### src/rtl/rgd_sync_responder_pkg.sv
// +----------------------------------------------------------------------+
// | rgd_pkg : shared types and constants for rgd_sync_responder          |
// | Rev 1.0 : initial release                                            |
// +----------------------------------------------------------------------+
`default_nettype none

package rgd_pkg;

  typedef enum logic [1:0] {
    IDLE  = 2'd0,
    GNT_A = 2'd1,
    GNT_B = 2'd2
  } rgd_state_t;

  localparam int DEF_SYNC_STAGES = 2;

  localparam logic CH_A = 1'b0;
  localparam logic CH_B = 1'b1;

endpackage

`default_nettype wire

### src/rtl/rgd_sync_responder_phase_sync.sv
// +----------------------------------------------------------------------+
// | phase_sync : STAGES-deep synchronizer for a two-phase request line   |
// | Rev 1.0 : initial release                                            |
// +----------------------------------------------------------------------+
`default_nettype none

module phase_sync
  import rgd_pkg::*;
#(
  parameter int   STAGES = DEF_SYNC_STAGES,
  parameter logic INIT   = 1'b0
) (
  input  logic clk,
  input  logic rst,
  input  logic d,
  output logic q
);

  logic [STAGES-1:0] sync_q;
  logic [STAGES-1:0] sync_d;

  always_comb begin
    sync_d = {sync_q[STAGES-2:0], d};
  end

  // Preset to the idle phase so the chain never reports a phantom request.
  always_ff @(posedge clk) begin
    if (rst) begin
      sync_q <= {STAGES{INIT}};
    end else begin
      sync_q <= sync_d;
    end
  end

  assign q = sync_q[STAGES-1];

endmodule

`default_nettype wire

### src/rtl/rgd_sync_responder.sv
// +----------------------------------------------------------------------+
// | rgd_sync_responder : two-channel RGD click responder, round-robin    |
// | Optional watchdog enabled by macro RGD_TIMEOUT_EN                    |
// | Rev 1.0 : initial release                                            |
// +----------------------------------------------------------------------+
`default_nettype none

module rgd_sync_responder
  import rgd_pkg::*;
#(
  parameter int   SYNC_STAGES    = DEF_SYNC_STAGES,
  parameter logic PHASE_INIT_A   = 1'b0,
  parameter logic PHASE_INIT_B   = 1'b0,
  parameter logic FIRST_PRIO     = CH_A,
  parameter int   TIMEOUT_CYCLES = 255
) (
  input  logic clk,
  input  logic rst,
  input  logic req_a,
  output logic ack_a,
  input  logic req_b,
  output logic ack_b,
  output logic gnt_a,
  output logic gnt_b,
  input  logic done,
  output logic busy,
  output logic timeout_err
);

  rgd_state_t state_q, state_d;
  logic       ack_a_q, ack_a_d;
  logic       ack_b_q, ack_b_d;
  logic       rr_q, rr_d;
  logic       w_req_a_s, w_req_b_s;
  logic       w_pend_a, w_pend_b;
  logic       w_expire;
  logic       w_finish;

  phase_sync #(.STAGES(SYNC_STAGES), .INIT(PHASE_INIT_A)) u_sync_a (
    .clk (clk),
    .rst (rst),
    .d   (req_a),
    .q   (w_req_a_s)
  );

  phase_sync #(.STAGES(SYNC_STAGES), .INIT(PHASE_INIT_B)) u_sync_b (
    .clk (clk),
    .rst (rst),
    .d   (req_b),
    .q   (w_req_b_s)
  );

  assign w_pend_a = w_req_a_s ^ ack_a_q;
  assign w_pend_b = w_req_b_s ^ ack_b_q;

`ifdef RGD_TIMEOUT_EN
  localparam int CNT_W = $clog2(TIMEOUT_CYCLES + 1);
  localparam logic [CNT_W-1:0] c_to_last = CNT_W'(TIMEOUT_CYCLES - 1);

  logic [CNT_W-1:0] cnt_q, cnt_d;
  logic             err_q, err_d;

  // Counter reads 0 in the first grant cycle, so expiry releases the grant
  // after exactly TIMEOUT_CYCLES cycles; a real done always wins.
  always_comb begin
    cnt_d    = '0;
    err_d    = err_q;
    w_expire = (state_q != IDLE) && !done && (cnt_q == c_to_last);
    if (state_q != IDLE) begin
      cnt_d = cnt_q + 1'b1;
    end
    if (w_expire) begin
      err_d = 1'b1;
    end
  end

  always_ff @(posedge clk) begin
    if (rst) begin
      cnt_q <= '0;
      err_q <= 1'b0;
    end else begin
      cnt_q <= cnt_d;
      err_q <= err_d;
    end
  end

  assign timeout_err = err_q;
`else
  logic w_unused_timeout;

  assign w_expire         = 1'b0;
  assign w_unused_timeout = ^TIMEOUT_CYCLES;
  assign timeout_err      = 1'b0;
`endif

  assign w_finish = done | w_expire;

  always_comb begin
    state_d = state_q;
    ack_a_d = ack_a_q;
    ack_b_d = ack_b_q;
    rr_d    = rr_q;
    unique case (state_q)
      IDLE: begin
        if (w_pend_a && w_pend_b) begin
          state_d = (rr_q == CH_A) ? GNT_A : GNT_B;
        end else if (w_pend_a) begin
          state_d = GNT_A;
        end else if (w_pend_b) begin
          state_d = GNT_B;
        end
      end
      GNT_A: begin
        if (w_finish) begin
          state_d = IDLE;
          ack_a_d = ~ack_a_q;
          rr_d    = CH_B;
        end
      end
      GNT_B: begin
        if (w_finish) begin
          state_d = IDLE;
          ack_b_d = ~ack_b_q;
          rr_d    = CH_A;
        end
      end
      default: state_d = IDLE;
    endcase
  end

  always_ff @(posedge clk) begin
    if (rst) begin
      state_q <= IDLE;
      ack_a_q <= PHASE_INIT_A;
      ack_b_q <= PHASE_INIT_B;
      rr_q    <= FIRST_PRIO;
    end else begin
      state_q <= state_d;
      ack_a_q <= ack_a_d;
      ack_b_q <= ack_b_d;
      rr_q    <= rr_d;
    end
  end

  assign gnt_a = (state_q == GNT_A);
  assign gnt_b = (state_q == GNT_B);
  assign busy  = gnt_a | gnt_b;
  assign ack_a = ack_a_q;
  assign ack_b = ack_b_q;

endmodule

`default_nettype wire

### config.mk
export PLATFORM = sky130hd
export DESIGN_NAME = rgd_sync_responder
export DESIGN_NICKNAME = d
export VERILOG_FILES = /design/src/rtl/rgd_sync_responder_pkg.sv /design/src/rtl/rgd_sync_responder_phase_sync.sv /design/src/rtl/rgd_sync_responder.sv
export SDC_FILE = /design/constraint.sdc
export NUM_CORES = 1
export LEC_CHECK = 0
export CAP_MARGIN = 20
export CORE_AREA = 2 2 39 41
export DETAILED_ROUTE_END_ITERATION = 10
export DIE_AREA = 0 0 41 43
export GPL_TIMING_DRIVEN = 0
export PLACE_DENSITY_LB_ADDON = 0.3
export SYNTH_ARGS = -nofsm -noshare
export SYNTH_HDL_FRONTEND = slang
export SYNTH_SLANG_ARGS = --single-unit
### constraint.sdc
create_clock -name clk -period 3.3 [get_ports clk]
set_input_delay 0.99 -clock clk [delete_from_list [all_inputs] [get_ports clk]]
set_output_delay 0.99 -clock clk [all_outputs]
set_load 0.1 [all_outputs]
Word level (Yosys, flattened, before mapping)
Index checks and enable logic that the tools add are counted.
{ "totals": {"wordCells": 34, "register_bits": 9, "in_bits": 5} }
{ "op_classes": {"n_bitwise": 5, "n_reduce_logical": 8, "eq_ne": 6, "muxes": 9} }
{ "op_table": {"columns": ["cell", "n"], "rows": [
  ["$mux 2", 5],
  ["$ne 2x1->1 const B", 3],
  ["$reduce_and 2->1", 3],
  ["$ne 4x4->1 const B", 1],
  ["$pmux 2 s2", 1],
  ["$reduce_and 3->1", 1],
  ["$eq 2x1->1 const B", 1],
  ["$eq 2x2->1 const B", 1],
  ["$logic_not 2->1", 1],
  ["$mux 1", 2],
  ["$not 1->1", 2],
  ["$pmux 1 s2", 1],
  ["$reduce_bool 2->1", 1],
  ["$reduce_or 2->1", 1],
  ["$xor 1x1->1", 2],
  ["$logic_and 1x1->1", 1],
  ["$or 1x1->1", 1]
]} }

Depth between registers and ports, before layout
{ "logic_depth": {"depth_word": 5, "ltp_mapped": 5, "mapped_depth_nobuf": 5} }

Modules after synthesis
From an unflattened synthesis, not the netlist that was laid out.
{ "unflattened": {"cells_unflattened": 45, "hier_area_um2": 434.2} }
{ "modules_own_cells": {"columns": ["mod", "seq_area_each_um2", "n_inst", "cells_per_inst", "area_per_inst_um2"], "rows": [
  ["rgd_sync_responder", 100.1, 1, 37, 329.1],
  ["phase_sync", 40.0, 2, 4, 52.6]
]} }

Worst setup path after synthesis
Ideal clock, no wire load.
{ "synth_path": {"path_kind": "register to output", "from": "register state_q[0]", "to": "output busy", "setup_slack_ns": 1.008, "required_ns": 2.310, "path_buffers": 0, "path_stages_with_launch": 3, "arrival_ns": 1.302, "cell_sequence": "dfxtp_1 > inv_1 > ha_1"} }
{ "synth_between": {"elab_chain_cells": 2} }
{ "synth_lines": {"columns": ["element", "line", "rtl"], "rows": [
  ["start, declared", "rgd_sync_responder.sv:30", "rgd_state_t state_q, state_d;"],
  ["start signal, assigned", "rgd_sync_responder.sv:138", "state_q <= state_d;"],
  ["$eq 2x1->1 or $eq 2x2->1 (tied branches)", "rgd_sync_responder.sv:145, rgd_sync_responder.sv:146", null],
  ["$or 1x1->1 *", "rgd_sync_responder.sv:147", "assign busy = gnt_a | gnt_b;"],
  ["end, declared", "rgd_sync_responder.sv:26", "output logic busy,"]
]} }
Every way passes the cells marked *; elsewhere a longest branch is shown, timed or not.

Worst setup path after layout
Ends and elaborated chain as after synthesis.

==> results.md <==
* RSZ-0062 raised after global routing: no
* Worst setup EP type: output pin
* Post-detail-place hpwl at approximately 520 um
* Main area contributors after synthesis: dfxtp_1 (40%), ha_1 (14%), xor2_1 (7.9%)
* Placeable Area at about 1400 sq um
* Nets at 69
* F_max at 0.3140 GHz
* Synth top area share at 40.45%
* R2r endpoint: state_q[0]$_SDFFE_PP0P_
* Gate power share at about 40%
* Pre-antenna DRT Iters at 2
* Total power at 0.3506 mW
* Number of global-route vias before repair at about 310
* Switching power share of the total at between 40% and 50%
* EDFF count, synth at 0
* FF-to-FF path depth at 5
* Depth of the worst hold-timing path at 1
* First-pass GRT wire length at about 1200 um
* Filler cell count at 140
* Most frequent cells in the layout: dfxtp_1 (9), clkdlybuf4s50_1 (8), nor2b_1 (5), ha_1 (5)
* Cells after Synth at 46
* Slew HR at 35.46%
* Internal at between 0.2 and 0.25 mW
* HP Start: u_sync_a.sync_q[0]$_SDFF_PP0_
* Die area at around 1800 sq um
* Leak pwr at approximately 0.23 nW
* Clk_skew at 0.003255 ns
* Top FF cell, synth: dfxtp_1
* Seq pwr share at about 37%
* Cts repair resizes at 0
* Pins Over Slew Limit at 0
* Final setup fails at 0
* Reg-to-reg setup timing slack at about 2 ns
* Total CTS buffers at 3
* Via count at between 300 and 400
* Register area share after synthesis at between 40% and 50%
* Run status: complete, no violations
* WS Path Type: reg2out
* Area Growth Syn to Fin at 28.37%
* Final worst-path cycle share at 96.51%
* Power Dens Cells at between 600 and 700 nW/um^2
* Gr ovfl total at 0
* Slew at the pin closest to its max-slew limit at roughly 0.97 ns
* Critical Path AT at around 2.2 ns
* Htree depth at 1
* Mapped Area at about 450 sq um
* Yosys top cell by area: dfxtp_1
* Chip height at 43 um
* CTS tree: yes
* Synth cell types at 18
* YS warnings at 0
* Die width at just over 40 um
* I/O Buffers at 8
* CTS sink cnt at 9
* DRC viols at 0
* Async set-reset flop share out of synthesis at 0%
* DR iter-0 viols at 1
* Final hold vios at 0
* Total of max-cap violations at 0
* WL/cell at 8.986 um
* Root buf cell: clkbuf_4
* Latest clock arrival within the worst-skew pair at about 0.25 ns
* Site Rows at 14
* Hold/Removal Path Class: reg2reg
* R2r startpoint: state_q[0]$_SDFFE_PP0P_
* Antenna Nets Post-Route at 0
* Post-CTS Setup Inserts at 0
* Minimum clock period at approximately 3.2 ns
* Most common cell after layout, fill and taps aside: dfxtp_1
* Detailed Route WL at approximately 670 um
* #FFs+latches synth at 9
* Longest Clk Path Bufs at 2
* GP Congestion at ~0.67
* Synthesized area per cell at ~9.7 sq um
* Clock power frac at a little under a quarter
* Ant diodes at 0
* Sw power at 0.1433 mW
* Worst-path clk slew at approximately 0.060 ns
* # IOs at 11
* Syn nets at 56
* Share of layout cells above drive strength 1 at around a tenth
* Global Route Usage Sum at between 10% and 20%
* Initial antenna violation count at 0
* Peak supply drop at 0.3008 mV
* Setup TNS at 0 ns
* Cts hold-fix bufs at 0
* Req. time, crit path at between 2 and 2.5 ns
* Crit path max fanout at 4
* Hold endpoint: u_sync_a.sync_q[1]$_SDFF_PP0_
* Starting Density at 32.19%
* CP Launch Type: flop
* Largest net degree at the start of global routing at 11
* Hold Worst Slack at between 0.4 and 0.5 ns
* Detailed-route vias per instance at 4.230
==> kinds of logic (layout without fill, tap and decap cells) <==
family,after synthesis,after routing,synth area share (%)
AOI/OAI and AO/OA,5,5,9.270
other,1,1,0.8419
buffers and inverters,5,17,6.742
and+or+nand+nor,16,16,18.82
DFF,9,9,40.45
xor gates and xnor gates,5,5,9.831
adders and majority gates,5,5,14.04
==> final cells by class <==
| cell class | count | area [sq um] | share of cell area [%] |
|---|---|---|---|
| well taps | 16 | 20.02 | 3.501 |
| flip-flops and latches | 9 | 180.2 | 31.51 |
| repair buffers | 8 | 80.08 | 14.00 |
| clock buffers | 4 | 26.28 | 4.595 |
| multi-input cells | 32 | 235.2 | 41.14 |
| plain buffers | 2 | 18.77 | 3.282 |
| inverters | 3 | 11.26 | 1.969 |
==> critical path, cell delays in order (launching register included) <==
cell	delay, ns
dfxtp_1	0.36
inv_1	0.10
ha_1	0.34
clkdlybuf4s50_1	1.14
==> cell usage after synthesis, types with 3 or more instances <==
library cell,n
nor2b_1,5
inv_1,3
nor2_1,3
ha_1,5
xor2_1,4
dfxtp_1,9
nand2_1,4
nand2b_1,3
==> routing by layer <==
metal / wire length, um / vias up / GRT usage [%]
met4: 0 / 0 / 4.000
met5: 0 / - / 0
met3: 30 / 0 / 4.712
li1: - / 170 / -
met1: 329 / 135 / 11.80
met2: 305 / 8 / 15.31
==> per-stage QoR <==
stage	area [sq um]	util, %	setup slack, ns	std cells
after CTS	571.8	41.32	0.08244	74
after global placement	545.5	39.42	0.3734	70
after detailed placement	545.5	39.42	0.3648	70
final	571.8	41.32	0.1150	74
after floorplan	445.4	-	1.008	46
after global routing	571.8	41.32	0.01950	74
==> flip-flops by register name (all words and copies together) (netlist names) <==
register         cells
ack_a                1
ack_b                1
rr_q                 1
state_q              2
u_sync_a.sync_q      2
u_sync_b.sync_q      2
==> power by group through the flow <==
| stage | Clock (mW) | Combinational (mW) | Sequential, mW |
|---|---|---|---|
| detailed placement | 0 | 0.140 | 0.131 |
| global placement | 0 | 0.140 | 0.130 |
| floorplan | 0 | 0.102 | 0.142 |
| finish | 0.0829 | 0.140 | 0.128 |
| global route | 0.0904 | 0.151 | 0.129 |
| CTS | 0.0879 | 0.141 | 0.128 |
==> worst max-delay path by stage <==
stage                       startpoint  endpoint  slack (ns)  depth (start not counted)
2_1_floorplan  state_q[0]$_SDFFE_PP0P_      busy        1.01                          2
4_1_cts        state_q[0]$_SDFFE_PP0P_      busy        0.08                          3
3_5_place_dp   state_q[0]$_SDFFE_PP0P_      busy        0.36                          3
5_1_grt        state_q[0]$_SDFFE_PP0P_      busy        0.02                          3
3_3_place_gp   state_q[0]$_SDFFE_PP0P_      busy        0.37                          3
6_report       state_q[0]$_SDFFE_PP0P_      busy        0.12                          3
Power figures use the tool's default switching activity.
